===== config.mk =====
export PLATFORM = sky130hd
export DESIGN_NAME = spi_cmd_sequencer_flat
export DESIGN_NICKNAME = d
export VERILOG_FILES = /design/src/rtl/pwm_pkg.sv /design/src/rtl/spi_cmd_sequencer_if.sv /design/src/rtl/spi_cmd_sequencer.sv /design/src/flat_wrapper.sv
export SDC_FILE = /design/constraint.sdc
export NUM_CORES = 1
export LEC_CHECK = 0
export ABC_AREA = 1
export CORE_UTILIZATION = 45
export CTS_CLUSTER_SIZE = 16
export DETAILED_ROUTE_END_ITERATION = 16
export PLACE_DENSITY = 0.74
export SLEW_MARGIN = 20
export SYNTH_ARGS = -nofsm -noshare
export SYNTH_HDL_FRONTEND = slang
export SYNTH_SLANG_ARGS = --single-unit

===== constraint.sdc =====
create_clock -name clk -period 1.57 [get_ports clk]
set_input_delay 0.314 -clock clk [delete_from_list [all_inputs] [get_ports clk]]
set_output_delay 0.314 -clock clk [all_outputs]
set_load 0.005 [all_outputs]

===== src/rtl/pwm_pkg.sv =====
// Shared types and constants for the SPI command sequencer in front of the PWM register bank.
package pwm_pkg;

  typedef enum logic [2:0] {
    ST_CMD   = 3'd0,
    ST_WDATA = 3'd1,
    ST_RWAIT = 3'd2,
    ST_RDATA = 3'd3,
    ST_DONE  = 3'd4
  } state_t;

  localparam int CMD_RW_BIT  = 7;
  localparam int ADDR_W_DEF  = 6;
  localparam int RD_LAT_DEF  = 1;

endpackage


===== src/rtl/spi_cmd_sequencer_if.sv =====
// Byte-side (SPI bridge) and register-side (PWM bank) signals of the command sequencer.
interface spi_cmd_sequencer_if #(
  parameter int ADDR_W = 6
) ();

  logic              cs_n;
  logic              byte_sync;
  logic [7:0]        data_in;
  logic [7:0]        data_out;
  logic [ADDR_W-1:0] reg_addr;
  logic              reg_wr;
  logic [7:0]        reg_wdata;
  logic              reg_rd;
  logic [7:0]        reg_rdata;
  logic              busy;

  modport slave (
    input  cs_n, byte_sync, data_in, reg_rdata,
    output data_out, reg_addr, reg_wr, reg_wdata, reg_rd, busy
  );

  modport master (
    output cs_n, byte_sync, data_in, reg_rdata,
    input  data_out, reg_addr, reg_wr, reg_wdata, reg_rd, busy
  );

endinterface


===== src/rtl/spi_cmd_sequencer.sv =====
// Decodes SPI frames (command byte + data bytes) into single-cycle register strobes.
// Define SPI_CMD_BURST_EN for address auto-increment bursts within one cs_n frame.
//
// state    | meaning
// ---------+-----------------------------------------------------------
// ST_CMD   | waiting for the command byte of a frame
// ST_WDATA | write command latched, waiting for the data byte
// ST_RWAIT | read strobe issued, counting down RD_LATENCY to capture
// ST_RDATA | read data staged on data_out, waiting for the dummy byte
// ST_DONE  | frame complete, bytes ignored until cs_n rises
module spi_cmd_sequencer
  import pwm_pkg::*;
#(
  parameter int ADDR_W     = ADDR_W_DEF,
  parameter int RD_LATENCY = RD_LAT_DEF
) (
  input  logic                 clk,
  input  logic                 rst_n,
  spi_cmd_sequencer_if.slave   bus
);

  state_t            r_state;
  state_t            w_state_nxt;

  logic [ADDR_W-1:0] r_addr;
  logic [ADDR_W-1:0] r_reg_addr;
  logic [7:0]        r_data_out;
  logic [7:0]        r_wdata;
  logic              r_wr;
  logic              r_rd;
  logic              r_busy;
  logic [1:0]        r_lat_cnt;

  logic              w_latch_cmd;
  logic              w_issue_wr;
  logic              w_issue_rd;
  logic              w_capture;
  logic [ADDR_W-1:0] w_cmd_addr;
  logic [ADDR_W-1:0] w_rd_addr;

  assign w_cmd_addr = bus.data_in[ADDR_W-1:0];
  assign w_rd_addr  = w_latch_cmd ? w_cmd_addr : r_addr;

  always_ff @(posedge clk) begin
    if (!rst_n || bus.cs_n) begin
      r_state <= ST_CMD;
    end else begin
      r_state <= w_state_nxt;
    end
  end

  always_comb begin
    w_state_nxt = r_state;
    w_latch_cmd = 1'b0;
    w_issue_wr  = 1'b0;
    w_issue_rd  = 1'b0;
    w_capture   = 1'b0;
    case (r_state)
      ST_CMD: begin
        if (bus.byte_sync) begin
          w_latch_cmd = 1'b1;
          if (bus.data_in[CMD_RW_BIT]) begin
            w_state_nxt = ST_WDATA;
          end else begin
            w_issue_rd  = 1'b1;
            w_state_nxt = ST_RWAIT;
          end
        end
      end
      ST_WDATA: begin
        if (bus.byte_sync) begin
          w_issue_wr  = 1'b1;
`ifdef SPI_CMD_BURST_EN
          w_state_nxt = ST_WDATA;
`else
          w_state_nxt = ST_DONE;
`endif
        end
      end
      ST_RWAIT: begin
        // byte_sync here is ignored: the master is clocking faster than the bank can answer
        if (r_lat_cnt == 2'd0) begin
          w_capture   = 1'b1;
          w_state_nxt = ST_RDATA;
        end
      end
      ST_RDATA: begin
        if (bus.byte_sync) begin
`ifdef SPI_CMD_BURST_EN
          w_issue_rd  = 1'b1;
          w_state_nxt = ST_RWAIT;
`else
          w_state_nxt = ST_DONE;
`endif
        end
      end
      ST_DONE: begin
        w_state_nxt = ST_DONE;
      end
      default: begin
        w_state_nxt = ST_CMD;
      end
    endcase
  end

  // r_addr always holds the address of the next access, so bursts just keep incrementing
  always_ff @(posedge clk) begin
    if (!rst_n) begin
      r_addr     <= '0;
      r_reg_addr <= '0;
      r_data_out <= 8'h00;
      r_wdata    <= 8'h00;
      r_wr       <= 1'b0;
      r_rd       <= 1'b0;
      r_busy     <= 1'b0;
      r_lat_cnt  <= 2'd0;
    end else begin
      if (r_lat_cnt != 2'd0) begin
        r_lat_cnt <= r_lat_cnt - 2'd1;
      end
      if (bus.cs_n) begin
        // abort leaves the latency counter running; its capture is dropped with the state
        r_addr     <= '0;
        r_reg_addr <= '0;
        r_data_out <= 8'h00;
        r_wdata    <= 8'h00;
        r_wr       <= 1'b0;
        r_rd       <= 1'b0;
        r_busy     <= 1'b0;
      end else begin
        r_wr <= w_issue_wr;
        r_rd <= w_issue_rd;
        if (w_latch_cmd) begin
          r_busy <= 1'b1;
          r_addr <= w_cmd_addr;
        end
        if (w_issue_wr) begin
          r_reg_addr <= r_addr;
          r_wdata    <= bus.data_in;
          r_addr     <= r_addr + ADDR_W'(1);
        end
        if (w_issue_rd) begin
          r_reg_addr <= w_rd_addr;
          r_addr     <= w_rd_addr + ADDR_W'(1);
          r_lat_cnt  <= 2'(RD_LATENCY);
        end
        if (w_capture) begin
          r_data_out <= bus.reg_rdata;
        end
      end
    end
  end

  assign bus.data_out  = r_data_out;
  assign bus.reg_addr  = r_reg_addr;
  assign bus.reg_wr    = r_wr;
  assign bus.reg_wdata = r_wdata;
  assign bus.reg_rd    = r_rd;
  assign bus.busy      = r_busy;

endmodule


===== src/flat_wrapper.sv =====
// flat-port wrapper written by rule: the top's interface ports become plain ports
module spi_cmd_sequencer_flat import pwm_pkg::*;
#(
  parameter int ADDR_W     = ADDR_W_DEF,
  parameter int RD_LATENCY = RD_LAT_DEF
)
  (clk, rst_n, bus_cs_n, bus_byte_sync, bus_data_in, bus_reg_rdata, bus_data_out, bus_reg_addr, bus_reg_wr, bus_reg_wdata, bus_reg_rd, bus_busy);
  spi_cmd_sequencer_if #(.ADDR_W(ADDR_W)) bus_i ();
  input  logic clk;
  input  logic rst_n;
  input wire logic [$bits(bus_i.cs_n)-1:0] bus_cs_n;
  input wire logic [$bits(bus_i.byte_sync)-1:0] bus_byte_sync;
  input wire logic [$bits(bus_i.data_in)-1:0] bus_data_in;
  input wire logic [$bits(bus_i.reg_rdata)-1:0] bus_reg_rdata;
  output wire logic [$bits(bus_i.data_out)-1:0] bus_data_out;
  output wire logic [$bits(bus_i.reg_addr)-1:0] bus_reg_addr;
  output wire logic [$bits(bus_i.reg_wr)-1:0] bus_reg_wr;
  output wire logic [$bits(bus_i.reg_wdata)-1:0] bus_reg_wdata;
  output wire logic [$bits(bus_i.reg_rd)-1:0] bus_reg_rd;
  output wire logic [$bits(bus_i.busy)-1:0] bus_busy;
  assign bus_i.cs_n = bus_cs_n;
  assign bus_i.byte_sync = bus_byte_sync;
  assign bus_i.data_in = bus_data_in;
  assign bus_i.reg_rdata = bus_reg_rdata;
  assign bus_data_out = bus_i.data_out;
  assign bus_reg_addr = bus_i.reg_addr;
  assign bus_reg_wr = bus_i.reg_wr;
  assign bus_reg_wdata = bus_i.reg_wdata;
  assign bus_reg_rd = bus_i.reg_rd;
  assign bus_busy = bus_i.busy;
  spi_cmd_sequencer #(.ADDR_W(ADDR_W), .RD_LATENCY(RD_LATENCY)) u_core (.clk(clk), .rst_n(rst_n), .bus(bus_i));
endmodule

==> metrics.md <==
| Metric | Value |
|---|---|
| Drc violations | 0 |
| Core Area | 3720 um^2 |
| CTS sink cnt | 36 |
| Critical Path AT | 1130 ps |
| Cells after Synth | 235 |
| Vias per inst | 4.92 |
| Inserted Clock Buffers | 5 |
| CP Max Fanout | 2 |
| CTS tree | done |
| Worst hold slack | 451 ps |
| Final Skew | 6.06 ps |
| Hold path cells | 2 |
| Yosys warns | 0 |
| Crit-path leading delay family | buffers and inverters |
| Routed Antenna Nets | 0 |
| Slew HR | 80.9% |
| Final Max Slew Viols | 0 |
| Die X | 64.9 um |
| Pint | 1.48 mW |
| DR WL/cell | 11.7 um |
| Yosys cell types | 34 |
| Number of top-level design ports | 45 |
| Crit path depth | 1 |
| HPWL Detailed | 3190 um |
| Vias post-DR | 1742 |
| Combinational share of power | 19.6% |
| Fin. Hold Viols | 0 |
| First-pass GRT wire length | 7230 um |
| Count of non-filler cells in the finished layout | 354 |
| DR iter-0 viols | 114 |
| Worst Path Buf+Inv | 1 |
| Seq/Total Area, Yosys | 40.5% |
| Clk pwr share | 33.1% |
| Worst setup EP type | primary output |
| Period utilization | 92.3% |
| Average size of a mapped cell | 7.57 um^2 |
| Area growth syn-to-layout | 43.8% |
| Max-cap check violation count | 0 |
| Crit path max-delay cell type | clkdlybuf4s50_1 |
| Syn_nets | 256 |
| Layout cells sized above 1 | 20.9% |
| Vias in the first global route | 1566 |
| Sw Share | 27.6% |
| Worst r2r path cells | 6 |
| Die height | 64.9 um |
| Clock latency on the worst-skew pair | 290 ps |
| Routability cong. | 0.917 |
| Setup Fix Bufs, Post-CTS | 0 |
| Crit path cell chain | clkdlybuf4s50_1 |
| RSZ-0062 raised after global routing | false |
| Peak supply drop | 608 uV |
| Antenna fix cells | 0 |
| Rows | 22 |
| Setup TNS | 0 ps |
| # setup viols final | 0 |
| Nets | 326 |
| Antenna violations before repair | 0 |
| GRT Residual Overflow | 0 |
| Hold Path Class | reg -> reg |
| Crit Path Class | reg -> out |
| Drt total wl | 4130 um |
| CTS H-tree lvls | 2 |
| Pwr Density | 800 nW/um^2 |
| Reg power frac | 47.3% |
| #FFs+latches synth | 36 |
| Fin crit period | 1450 ps |
| Peak Freq | 0.690 GHz |
| Worst slew pin tran | 286 ps |
| Initial core utilization | 47.9% |
| Startpoint Class | flip-flop |
| 1st-pass router iterations | 4 |
| Clock transition at path regs | 70 ps |
| P_leak | 1.09 nW |
| Total track usage | 22.3% |
| IO buf count | 44 |
| Largest net degree at the start of global routing | 19 |
| Psw | 564 uW |
| Max incr delay on CP | 510 ps |
| Cell Area, Synth | 1780 um^2 |
| Outcome | finished, final reports clean |
| CTS Buffer Depth | 2 |
| Dpl cells | 346 |
| Critical Path RT | 1260 ps |
| Die area | 4210 um^2 |
| Clock root buffer | clkbuf_8 |
==> flip-flops by register name (all words and copies together), names as in the netlist <==
register,cells
u_core.bus.reg_addr,6
u_core.bus.reg_rd,1
u_core.bus.busy,1
u_core.r_state,3
u_core.bus.reg_wdata,8
u_core.r_lat_cnt,2
u_core.r_addr,6
u_core.bus.reg_wr,1
u_core.bus.data_out,8
==> cells in the final DEF (no fill, tap or decap), types with 2 or more instances in the layout <==
master	count
nand2_1	40
a21oi_1	18
buf_4	21
nand4_1	7
clkbuf_8	6
inv_1	21
nand3_1	10
nor2_1	30
nand3_4	2
inv_4	2
nand2_2	7
clkinv_2	2
o21ai_0	24
clkdlybuf4s50_1	43
buf_12	2
nor2_8	2
o22ai_2	2
xor2_1	2
nor2_4	3
dfxtp_1	35
o211ai_1	4
nor2_2	3
inv_2	6
==> path summary, 6_finish.rpt <==
path / slack, ps / start / endpoint
setup / recovery: 120 / u_core.bus.reg_wdata[0]$_SDFFE_PP0P_ / bus_reg_wdata[0]
hold / removal: 450 / u_core.bus.busy$_SDFFE_PP0N_ / u_core.bus.busy$_SDFFE_PP0N_
setup reg to reg: 170 / u_core.r_state[0]$_SDFFE_PP0P_ / u_core.r_addr[0]$_SDFF_PP0_
hold reg to reg: 450 / u_core.bus.busy$_SDFFE_PP0N_ / u_core.bus.busy$_SDFFE_PP0N_
==> cells in the mapped netlist (all sizes together) <==
cell type,n,area share [%]
a21oi,18,5.1
xor2,2,0.98
nand3,12,4.8
nor3,1,0.28
buf,4,2.1
nand4,7,2.5
o21ai,26,7.5
nand2,49,12
o22ai,2,1.4
clkbuf,1,0.21
and3,1,0.35
nor2,38,11
dfxtp,36,41
o211ai,4,1.7
inv,30,6.9
o2111ai,1,0.49
a22oi,1,0.42
a31oi,1,0.35
ha,1,0.70
==> cell type report <==
class / instances / area (um^2)
Clock buffer: 6 / 82.6
Multi-Input combinational cell: 164 / 910
Tap cell: 48 / 60.1
Clock inverter: 2 / 10.0
Fill cell: 324 / 1160
Sequential cell: 36 / 722
Inverter: 30 / 123
Timing Repair Buffer: 68 / 652
==> per-stage QoR <==
| stage | total power [mW] | cell area, um^2 | worst slack (ps) | util, % |
|---|---|---|---|---|
| 2_1_floorplan | 1.21 | 1780 | 305 | - |
| 3_3_place_gp | 1.38 | 2440 | -200 | 65.8 |
| 3_5_place_dp | 1.38 | 2440 | -291 | 65.8 |
| 4_1_cts | 2.06 | 2540 | 16.8 | 68.2 |
| 5_1_grt | 2.16 | 2560 | 10.4 | 68.9 |
| 6_report | 2.05 | 2560 | 121 | 68.9 |
==> per-layer routing <==
layer  global-route usage (%)  up-vias  wire length, um
met5                        0        -                0
met3                     5.28        6              185
met4                     8.33        0               59
met2                     35.0       46             1880
met1                     29.3      777             2010
li1                         -      913                -
==> what timing repair did <==
action,in CTS,in global routing
hold buffers,0,0
gates resized for setup,0,7
setup endpoints to repair,0,11
==> power groups by stage <==
stage                     Sequential [mW]  Combinational (mW)  Clock (mW)
after floorplan                     0.985               0.224           0
final                               0.967               0.402       0.677
after detailed placement            0.988               0.394           0
after global placement              0.988               0.390           0
after CTS                           0.967               0.395       0.696
after global routing                0.971               0.446       0.740
==> cell families (layout without fill, tap and decap cells) <==
family | after synthesis | after routing | share of synthesized area [%]
simple gates | 108 | 108 | 31.6
fa+ha+maj | 1 | 1 | 0.703
flops | 36 | 36 | 40.5
compound gates | 53 | 53 | 16.9
xor+xnor | 2 | 2 | 0.985
buf+inv | 35 | 106 | 9.21
No activity file was read; power rests on OpenSTA's default activity.
